### src/rtl/skid_buffer.sv
// Two-entry ready/valid pipeline stage with fully registered handshake outputs.
// A skid register absorbs the word in flight when downstream stalls, so input_ready can be a flop.
module skid_buffer #(
  parameter int unsigned WORD_WIDTH = 8
) (
  input  logic                  clock,
  input  logic                  resetn,
  input  logic                  input_valid,
  output logic                  input_ready,
  input  logic [WORD_WIDTH-1:0] input_data,
  output logic                  output_valid,
  input  logic                  output_ready,
  output logic [WORD_WIDTH-1:0] output_data
);

  // Bit 0 of the encoding is input_ready and bit 1 is output_valid, so both come straight from flops.
  typedef enum logic [1:0] {
    EMPTY = 2'b01,
    BUSY  = 2'b11,
    FULL  = 2'b10
  } state_t;

  state_t                state;
  logic [WORD_WIDTH-1:0] skid_data;
  logic                  insert;
  logic                  remove;

  assign input_ready  = state[0];
  assign output_valid = state[1];
  assign insert       = input_valid & input_ready;
  assign remove       = output_valid & output_ready;

  // output_data only loads on a real insert or flush, so it is stable while stalled.
  always_ff @(posedge clock) begin
    if (!resetn) begin
      state       <= EMPTY;
      output_data <= '0;
      skid_data   <= '0;
    end else begin
      case (state)
        EMPTY: begin
          if (insert) begin
            state       <= BUSY;
            output_data <= input_data;
          end
        end
        BUSY: begin
          if (insert && remove) begin
            output_data <= input_data;
          end else if (insert) begin
            state     <= FULL;
            skid_data <= input_data;
          end else if (remove) begin
            state <= EMPTY;
          end
        end
        FULL: begin
          if (remove) begin
            state       <= BUSY;
            output_data <= skid_data;
          end
        end
        default: begin
          state <= EMPTY;
        end
      endcase
    end
  end

endmodule

### config.mk
export PLATFORM = sky130hd
export DESIGN_NAME = skid_buffer
export DESIGN_NICKNAME = d
export VERILOG_FILES = /design/src/rtl/skid_buffer.sv
export SDC_FILE = /design/constraint.sdc
export NUM_CORES = 1
export LEC_CHECK = 0
export CAP_MARGIN = 20
export CORE_MARGIN = 3
export CORE_UTILIZATION = 45
export DETAILED_ROUTE_END_ITERATION = 6
export PLACE_DENSITY = 0.78
export SLEW_MARGIN = 0
export SYNTH_ARGS = -nofsm -noshare
export SYNTH_HDL_FRONTEND = slang
export SYNTH_SLANG_ARGS = --single-unit
### constraint.sdc
create_clock -name clock -period 3.15 [get_ports clock]
set_input_delay 0.7875 -clock clock [delete_from_list [all_inputs] [get_ports clock]]
set_output_delay 0.7875 -clock clock [all_outputs]
set_load 0.005 [all_outputs]
==> run_summary.xml, run 1 <==
<?xml version="1.0" encoding="UTF-8"?>
<metrics>
  <group name="critical_path">
    <metric name="criticalPathCategory" unit="">input pin to flop</metric>
    <metric name="critical_path_peak_fanout" unit="">11</metric>
    <metric name="critical_path.startpoint_type" unit="">input pin</metric>
    <metric name="r2r_cell_count" unit="">5</metric>
    <metric name="critical_path.top_delay_family" unit="">compound AO/OA/AOI/OAI gates</metric>
    <metric name="reg2reg_setup_slack" unit="ns">0.94</metric>
    <metric name="terminus_of_the_critical_flop_to_flop_path" unit="">output_data[3]</metric>
    <metric name="worstReg2RegStart" unit="">state[0]</metric>
    <metric name="critical_path_arrival" unit="ns">2.49</metric>
    <metric name="worst-path-buf-inv" unit="">1</metric>
    <metric name="worst_path_cell_with_the_longest_stage_delay" unit="">sky130_fd_sc_hd__a22oi_1</metric>
    <metric name="critPathMaxStageDelay" unit="ns">0.60</metric>
    <metric name="critical_path.cell_chain" unit="">clkdlybuf4s50_1 -&gt; nand2_1 -&gt; a22oi_1 -&gt; and2_4 -&gt; o211a_1</metric>
    <metric name="crit_path_end_kind" unit="">flop</metric>
    <metric name="worstPathRequired" unit="ns">3.40</metric>
  </group>
  <group name="sta">
    <metric name="timing.final.max_slew_violations" unit="">0</metric>
    <metric name="period_needed" unit="ns">2.24</metric>
    <metric name="final.period_utilization" unit="%">71.0</metric>
    <metric name="setup_repair_after_global_routing_missed_its_margin" unit="">false</metric>
    <metric name="slew_headroom" unit="%">53.0</metric>
    <metric name="timing.final.ws_setup" unit="ns">0.914</metric>
    <metric name="maxClockFrequency" unit="MHz">447</metric>
    <metric name="finClkSkew" unit="ns">0.00516</metric>
    <metric name="final_hold_viol_count" unit="">0</metric>
    <metric name="finalSetupTns" unit="ns">0</metric>
    <metric name="setup_viol_count_final" unit="">0</metric>
    <metric name="worst-slew-pin-transition" unit="ns">0.705</metric>
  </group>
  <group name="cts">
    <metric name="tritoncts" unit="">done</metric>
    <metric name="clock_tree.htree_level_count" unit="">1</metric>
    <metric name="clk_pin_slew" unit="ns">0.10</metric>
    <metric name="ctsRootBufferMaster" unit="">sky130_fd_sc_hd__clkbuf_4</metric>
    <metric name="number_of_instances_resized_during_post_cts_repair" unit="">0</metric>
    <metric name="post_cts.repair.setup_buffers" unit="">0</metric>
    <metric name="worstSkewPairLatency" unit="ns">0.31</metric>
    <metric name="cts_hold_buf" unit="">0</metric>
    <metric name="cts_max_path_buffers" unit="">2</metric>
    <metric name="cts_made_buffers" unit="">3</metric>
    <metric name="cts.sink_count" unit="">18</metric>
  </group>
  <group name="floorplan">
    <metric name="fp.coreArea" unit="sq um">1840</metric>
    <metric name="die_height" unit="microns">51.3</metric>
    <metric name="boundaryPins" unit="">22</metric>
    <metric name="die_width" unit="microns">51.3</metric>
    <metric name="rows" unit="">15</metric>
    <metric name="die_area" unit="sq um">2630</metric>
    <metric name="initial_utilization" unit="%">50.2</metric>
  </group>
  <group name="logic_synthesis">
    <metric name="mean_cell_area_of_the_mapped_netlist" unit="sq um">10.4</metric>
    <metric name="synth.yosys.seq_area_share" unit="%">39.0</metric>
    <metric name="yosys.area.top_type" unit="">sky130_fd_sc_hd__dfxtp_1</metric>
    <metric name="synthesized_cell_area" unit="sq um">923</metric>
    <metric name="ys_seq_elements" unit="">18</metric>
    <metric name="syn-instance-count" unit="">89</metric>
    <metric name="mappedNetlistNets" unit="">106</metric>
    <metric name="yosys-top-cells-area" unit="">sky130_fd_sc_hd__dfxtp_1 (39%), sky130_fd_sc_hd__mux2i_1 (18%), sky130_fd_sc_hd__o211a_1 (8.7%)</metric>
    <metric name="yosys.cell_types.count" unit="">20</metric>
    <metric name="synth_warnings" unit="">0</metric>
    <metric name="synth_largest_type_area_fraction" unit="%">39.0</metric>
  </group>
  <group name="worst_hold_path">
    <metric name="holdPathEnd" unit="">output_data[7]</metric>
    <metric name="worst_hold_start" unit="">output_data[7]</metric>
    <metric name="hold_path.class" unit="">flop to flop</metric>
    <metric name="timing.hold.worst_path_depth" unit="">1</metric>
  </group>
  <group name="drt">
    <metric name="drt_drc_violations_left" unit="">0</metric>
    <metric name="dr.pass1.iters" unit="">4</metric>
    <metric name="detail_route.wirelength" unit="microns">1890</metric>
    <metric name="drtIter0Drc" unit="">6</metric>
    <metric name="route.detailed.vias_per_inst" unit="">5.33</metric>
    <metric name="via_count" unit="">714</metric>
    <metric name="wl_per_cell" unit="microns">14.1</metric>
    <metric name="drtAntennaViolNets" unit="">0</metric>
  </group>
  <group name="global_routing">
    <metric name="grt_start_max_net_pins" unit="">12</metric>
    <metric name="global_route.overflow_total" unit="">0</metric>
    <metric name="grt_usage" unit="%">17.5</metric>
    <metric name="antenna_found_initial" unit="">0</metric>
    <metric name="grt_pass1_wl" unit="microns">3300</metric>
    <metric name="grt_pass1_vias" unit="">723</metric>
  </group>
  <group name="layout">
    <metric name="filler_cell_count" unit="">170</metric>
    <metric name="drive_gt1_share" unit="%">8.26</metric>
    <metric name="layout_common_cells" unit="">sky130_fd_sc_hd__clkdlybuf4s50_1 (21), sky130_fd_sc_hd__dfxtp_1 (18), sky130_fd_sc_hd__mux2i_1 (17)</metric>
    <metric name="syn2layout_area_growth" unit="%">27.2</metric>
    <metric name="antennaDiodeCount" unit="">0</metric>
    <metric name="layout_commonest_cell" unit="">sky130_fd_sc_hd__clkdlybuf4s50_1</metric>
    <metric name="nNetsFinal" unit="">127</metric>
  </group>
  <group name="placement">
    <metric name="numPortBuffers" unit="">21</metric>
    <metric name="place.detailed.hpwl" unit="microns">1420</metric>
    <metric name="dp_slack" unit="ns">0.615</metric>
    <metric name="routabilityCongestion" unit="">0.772</metric>
  </group>
  <group name="power_and_ir_drop">
    <metric name="ir_drop" unit="V">0.000371</metric>
    <metric name="power_density" unit="nW/um^2">824</metric>
    <metric name="p_leak" unit="nW">0.505</metric>
  </group>
  <group name="job">
    <metric name="max_cap_violations" unit="">0</metric>
  </group>
  <group name="run_status">
    <metric name="status" unit="">finished, final reports clean</metric>
  </group>
</metrics>
[worst register-to-register path, delay by kind of cell (launching register included)]
family,cells,cell delay (ns)
simple gates,1,0.33
buf+inv,1,0.13
flops,1,0.51
fa+ha+maj,1,0.40
compound gates,2,0.80
[how the worst max path moves through the flow]
stage | start | to | slack (ns) | cells after the start
after detailed placement | input_valid | output_data[3] | 0.62 | 5
after global routing | state[0] | output_data[3] | 0.75 | 5
after global placement | input_valid | output_data[3] | 0.66 | 5
final | input_valid | output_data[3] | 0.91 | 5
after floorplan | output_ready | output_data[0] | 1.30 | 5
after CTS | input_valid | output_data[3] | 0.93 | 5
[kinds of logic (layout without fill, tap and decap cells)]
group	Yosys count	after routing	share of synthesized area (%)
flip-flops	18	18	39.0
AO/OA/AOI/OAI	13	13	12.2
adder cells (fa/ha/maj)	5	5	6.78
multiplexers	18	18	20.1
AND/OR/NAND/NOR	27	27	17.5
buffers and inverters	8	28	4.47
[cells in the mapped netlist]
master                     number
sky130_fd_sc_hd__nand2_1        5
sky130_fd_sc_hd__a31oi_1        2
sky130_fd_sc_hd__and4_1         2
sky130_fd_sc_hd__and2_4         1
sky130_fd_sc_hd__o211a_1        8
sky130_fd_sc_hd__buf_2          3
sky130_fd_sc_hd__o21ai_0        1
sky130_fd_sc_hd__dfxtp_1       18
sky130_fd_sc_hd__nor3b_1        1
sky130_fd_sc_hd__ha_1           5
sky130_fd_sc_hd__nor2b_1        8
sky130_fd_sc_hd__or3b_2         1
sky130_fd_sc_hd__and4_2         1
sky130_fd_sc_hd__mux2_4         1
sky130_fd_sc_hd__a22oi_1        2
sky130_fd_sc_hd__nand3_1        8
sky130_fd_sc_hd__clkbuf_1       2
sky130_fd_sc_hd__mux2i_1       17
sky130_fd_sc_hd__inv_1          2
sky130_fd_sc_hd__buf_6          1
[registers in the layout (all words and copies together), names as in the netlist]
register     flops
output_data      8
skid_data        8
state            2
[routing by layer]
metal	vias to the layer above	global-route usage (%)	wire [microns]
met3	5	4.08	83
met1	331	19.5	837
met2	16	30.7	927
met4	0	9.17	44
li1	362	-	-
met5	-	0	0
[final cells by class]
class	instances	area [sq um]	share of cell area, %
inverter	2	7.51	0.639
sequential	18	360	30.7
tap	25	31.3	2.66
timing repair buffer	22	218	18.5
multi-input combinational	63	522	44.4
clock buffer	4	36.3	3.09
[power breakdown]
part	internal (mW)	switching (mW)	leakage [nW]
clock network	0.0707	0.0780	0.0210
logic	0.260	0.218	0.336
registers	0.290	0.0524	0.148
[per-stage QoR]
stage                     utilization (%)  total power, mW  cells  hold slack [ns]  instance area (sq um)
after floorplan                         -            0.687     89            0.482                    923
after global placement               61.9            0.811    130            0.488                   1140
after detailed placement             61.9            0.830    130            0.490                   1140
after CTS                            63.9            0.980    134            0.516                   1170
after global routing                 63.9             1.05    134            0.544                   1170
final                                63.9            0.968    134            0.513                   1170
Power figures use the tool's default switching activity.
==> inputs of run 2 (changes only) <==
--- a/config.mk
+++ b/config.mk
@@ -7,7 +7,7 @@
 export LEC_CHECK = 0
 export CAP_MARGIN = 20
 export CORE_MARGIN = 3
-export CORE_UTILIZATION = 45
+export CORE_UTILIZATION = 43
 export DETAILED_ROUTE_END_ITERATION = 6
 export PLACE_DENSITY = 0.78
 export SLEW_MARGIN = 0
==> constraint.sdc (replaced) <==
create_clock -name clock -period 1.8 [get_ports clock]
set_input_delay 0.45 -clock clock [delete_from_list [all_inputs] [get_ports clock]]
set_output_delay 0.45 -clock clock [all_outputs]
set_load 0.005 [all_outputs]
==> run_summary.xml, run 2 (same netlist as run 1, synthesis figures left out) <==
<?xml version="1.0" encoding="UTF-8"?>
<metrics>
  <group name="floorplan">
    <metric name="rows" unit="">16</metric>
    <metric name="die_area" unit="sq um">2740</metric>
    <metric name="die_height" unit="microns">52.3</metric>
    <metric name="fp.coreArea" unit="sq um">2000</metric>
    <metric name="initial_utilization" unit="%">46.1</metric>
    <metric name="boundaryPins" unit="">22</metric>
    <metric name="die_width" unit="microns">52.3</metric>
  </group>
  <group name="critical_path">
    <metric name="critical_path_peak_fanout" unit="">9</metric>
    <metric name="worstPathRequired" unit="ns">1.35</metric>
    <metric name="critical_path.startpoint_type" unit="">flop</metric>
    <metric name="criticalPathCategory" unit="">flop to primary output</metric>
    <metric name="crit_path_end_kind" unit="">primary output</metric>
    <metric name="critical_path_arrival" unit="ns">1.28</metric>
    <metric name="reg2reg_setup_slack" unit="ns">0.20</metric>
  </group>
  <group name="power_and_ir_drop">
    <metric name="p_leak" unit="nW">0.553</metric>
    <metric name="ir_drop" unit="V">0.000780</metric>
    <metric name="p_total" unit="mW">1.85</metric>
    <metric name="power_density" unit="nW/um^2">1470</metric>
  </group>
  <group name="cts">
    <metric name="cts_made_buffers" unit="">3</metric>
    <metric name="clk_pin_slew" unit="ns">0.11</metric>
    <metric name="tritoncts" unit="">done</metric>
    <metric name="ctsRootBufferMaster" unit="">sky130_fd_sc_hd__clkbuf_4</metric>
    <metric name="cts.sink_count" unit="">18</metric>
    <metric name="cts_max_path_buffers" unit="">2</metric>
    <metric name="clock_tree.htree_level_count" unit="">1</metric>
    <metric name="worstSkewPairLatency" unit="ns">0.29</metric>
  </group>
  <group name="drt">
    <metric name="dr.pass1.iters" unit="">4</metric>
    <metric name="drt_drc_violations_left" unit="">0</metric>
    <metric name="route.detailed.vias_per_inst" unit="">5.26</metric>
    <metric name="detail_route.wirelength" unit="microns">1890</metric>
    <metric name="drtAntennaViolNets" unit="">0</metric>
    <metric name="via_count" unit="">763</metric>
    <metric name="drtIter0Drc" unit="">3</metric>
    <metric name="wl_per_cell" unit="microns">13.0</metric>
  </group>
  <group name="placement">
    <metric name="numPortBuffers" unit="">21</metric>
    <metric name="place.detailed.hpwl" unit="microns">1400</metric>
    <metric name="post-place-cells" unit="">141</metric>
    <metric name="routabilityCongestion" unit="">0.799</metric>
  </group>
  <group name="sta">
    <metric name="final.period_utilization" unit="%">95.9</metric>
    <metric name="worst-slew-pin-transition" unit="ns">0.211</metric>
    <metric name="slew_headroom" unit="%">85.8</metric>
    <metric name="maxClockFrequency" unit="MHz">580</metric>
    <metric name="setup_repair_after_global_routing_missed_its_margin" unit="">false</metric>
    <metric name="worst_hold_slack" unit="ns">0.511</metric>
    <metric name="setup_viol_count_final" unit="">0</metric>
    <metric name="period_needed" unit="ns">1.73</metric>
    <metric name="final_hold_viol_count" unit="">0</metric>
    <metric name="timing.final.max_slew_violations" unit="">0</metric>
    <metric name="finClkSkew" unit="ns">0.00701</metric>
  </group>
  <group name="global_routing">
    <metric name="grt_usage" unit="%">16.1</metric>
    <metric name="grt_pass1_vias" unit="">747</metric>
    <metric name="global_route.overflow_total" unit="">0</metric>
    <metric name="antenna_found_initial" unit="">0</metric>
    <metric name="grt_pass1_wl" unit="microns">3210</metric>
    <metric name="grt_start_max_net_pins" unit="">19</metric>
  </group>
  <group name="layout">
    <metric name="filler_cell_count" unit="">191</metric>
    <metric name="antennaDiodeCount" unit="">0</metric>
    <metric name="nNetsFinal" unit="">136</metric>
    <metric name="layout_commonest_cell" unit="">sky130_fd_sc_hd__clkdlybuf4s50_1</metric>
    <metric name="layout_common_cells" unit="">sky130_fd_sc_hd__clkdlybuf4s50_1 (21), sky130_fd_sc_hd__dfxtp_1 (18), sky130_fd_sc_hd__mux2i_1 (17)</metric>
    <metric name="regs_by_ff_count" unit="">output_data: 8 flops, skid_data: 8 flops, state: 2 flops</metric>
    <metric name="fin_cells" unit="">145</metric>
    <metric name="drive_gt1_share" unit="%">15.3</metric>
    <metric name="syn2layout_area_growth" unit="%">36.6</metric>
  </group>
  <group name="worst_hold_path">
    <metric name="hold_path.class" unit="">flop to flop</metric>
  </group>
  <group name="run_status">
    <metric name="status" unit="">finished, final reports clean</metric>
  </group>
  <group name="job">
    <metric name="max_cap_violations" unit="">0</metric>
  </group>
</metrics>
[run 2: cell types whose count changed in the layout (fill, tap and decap cells not counted), sizes merged]
cell / change
buf: +9
[run 2: critical path, cell delays in order (launching register included)]
cell and delay [ns]:
sky130_fd_sc_hd__dfxtp_1 0.36, sky130_fd_sc_hd__buf_6 0.13, sky130_fd_sc_hd__clkdlybuf4s50_1 0.49
[run 2: layout make-up]
class / instances / area (sq um) / share of cell area, %
Clock buffer: 4 / 36.3 / 2.88
Tap cell: 27 / 33.8 / 2.68
Multi-Input combinational cell: 63 / 522 / 41.4
Inverter: 2 / 7.51 / 0.595
Timing Repair Buffer: 31 / 302 / 23.9
Sequential cell: 18 / 360 / 28.6
[run 2: layer usage]
layer,wire length (microns),global-route usage [%],vias to the layer above,part of all wire (%)
li1,-,-,382,-
met1,840,19.2,355,44
met2,916,26.0,20,48
met3,86,3.99,6,4.5
met4,48,8.94,0,2.5
met5,0,0,-,0
[run 2: power by group]
part	switching (mW)	internal (mW)	total, mW
clock network	0.125	0.123	0.249
registers	0.0677	0.508	0.575
logic	0.444	0.585	1.03
[run 2: what timing repair did]
item	4_1_cts	5_1_grt
buffers inserted	0	0
setup endpoints to repair	0	1
hold buffers	0	0
resized for setup	0	1
[run 2: worst paths after layout]
path                            cells past startpoint        endpoint      startpoint
worst min register to register                      1  output_data[7]  output_data[7]
worst max-delay path                                2     input_ready        state[0]
worst min-delay path                                1  output_data[7]  output_data[7]
worst max register to register                      5  output_data[4]        state[1]
[run 2: through the flow]
stage               TNS (ns)  area (sq um)  util (%)  worst slack (ns)
global placement      -0.694          1220      61.0           -0.0777
detailed placement    -0.854          1220      61.0            -0.101
global route               0          1260      63.0           0.00683
finish                     0          1260      63.0            0.0744
CTS                        0          1260      62.8            0.0429
floorplan                  0           923         -            0.0258
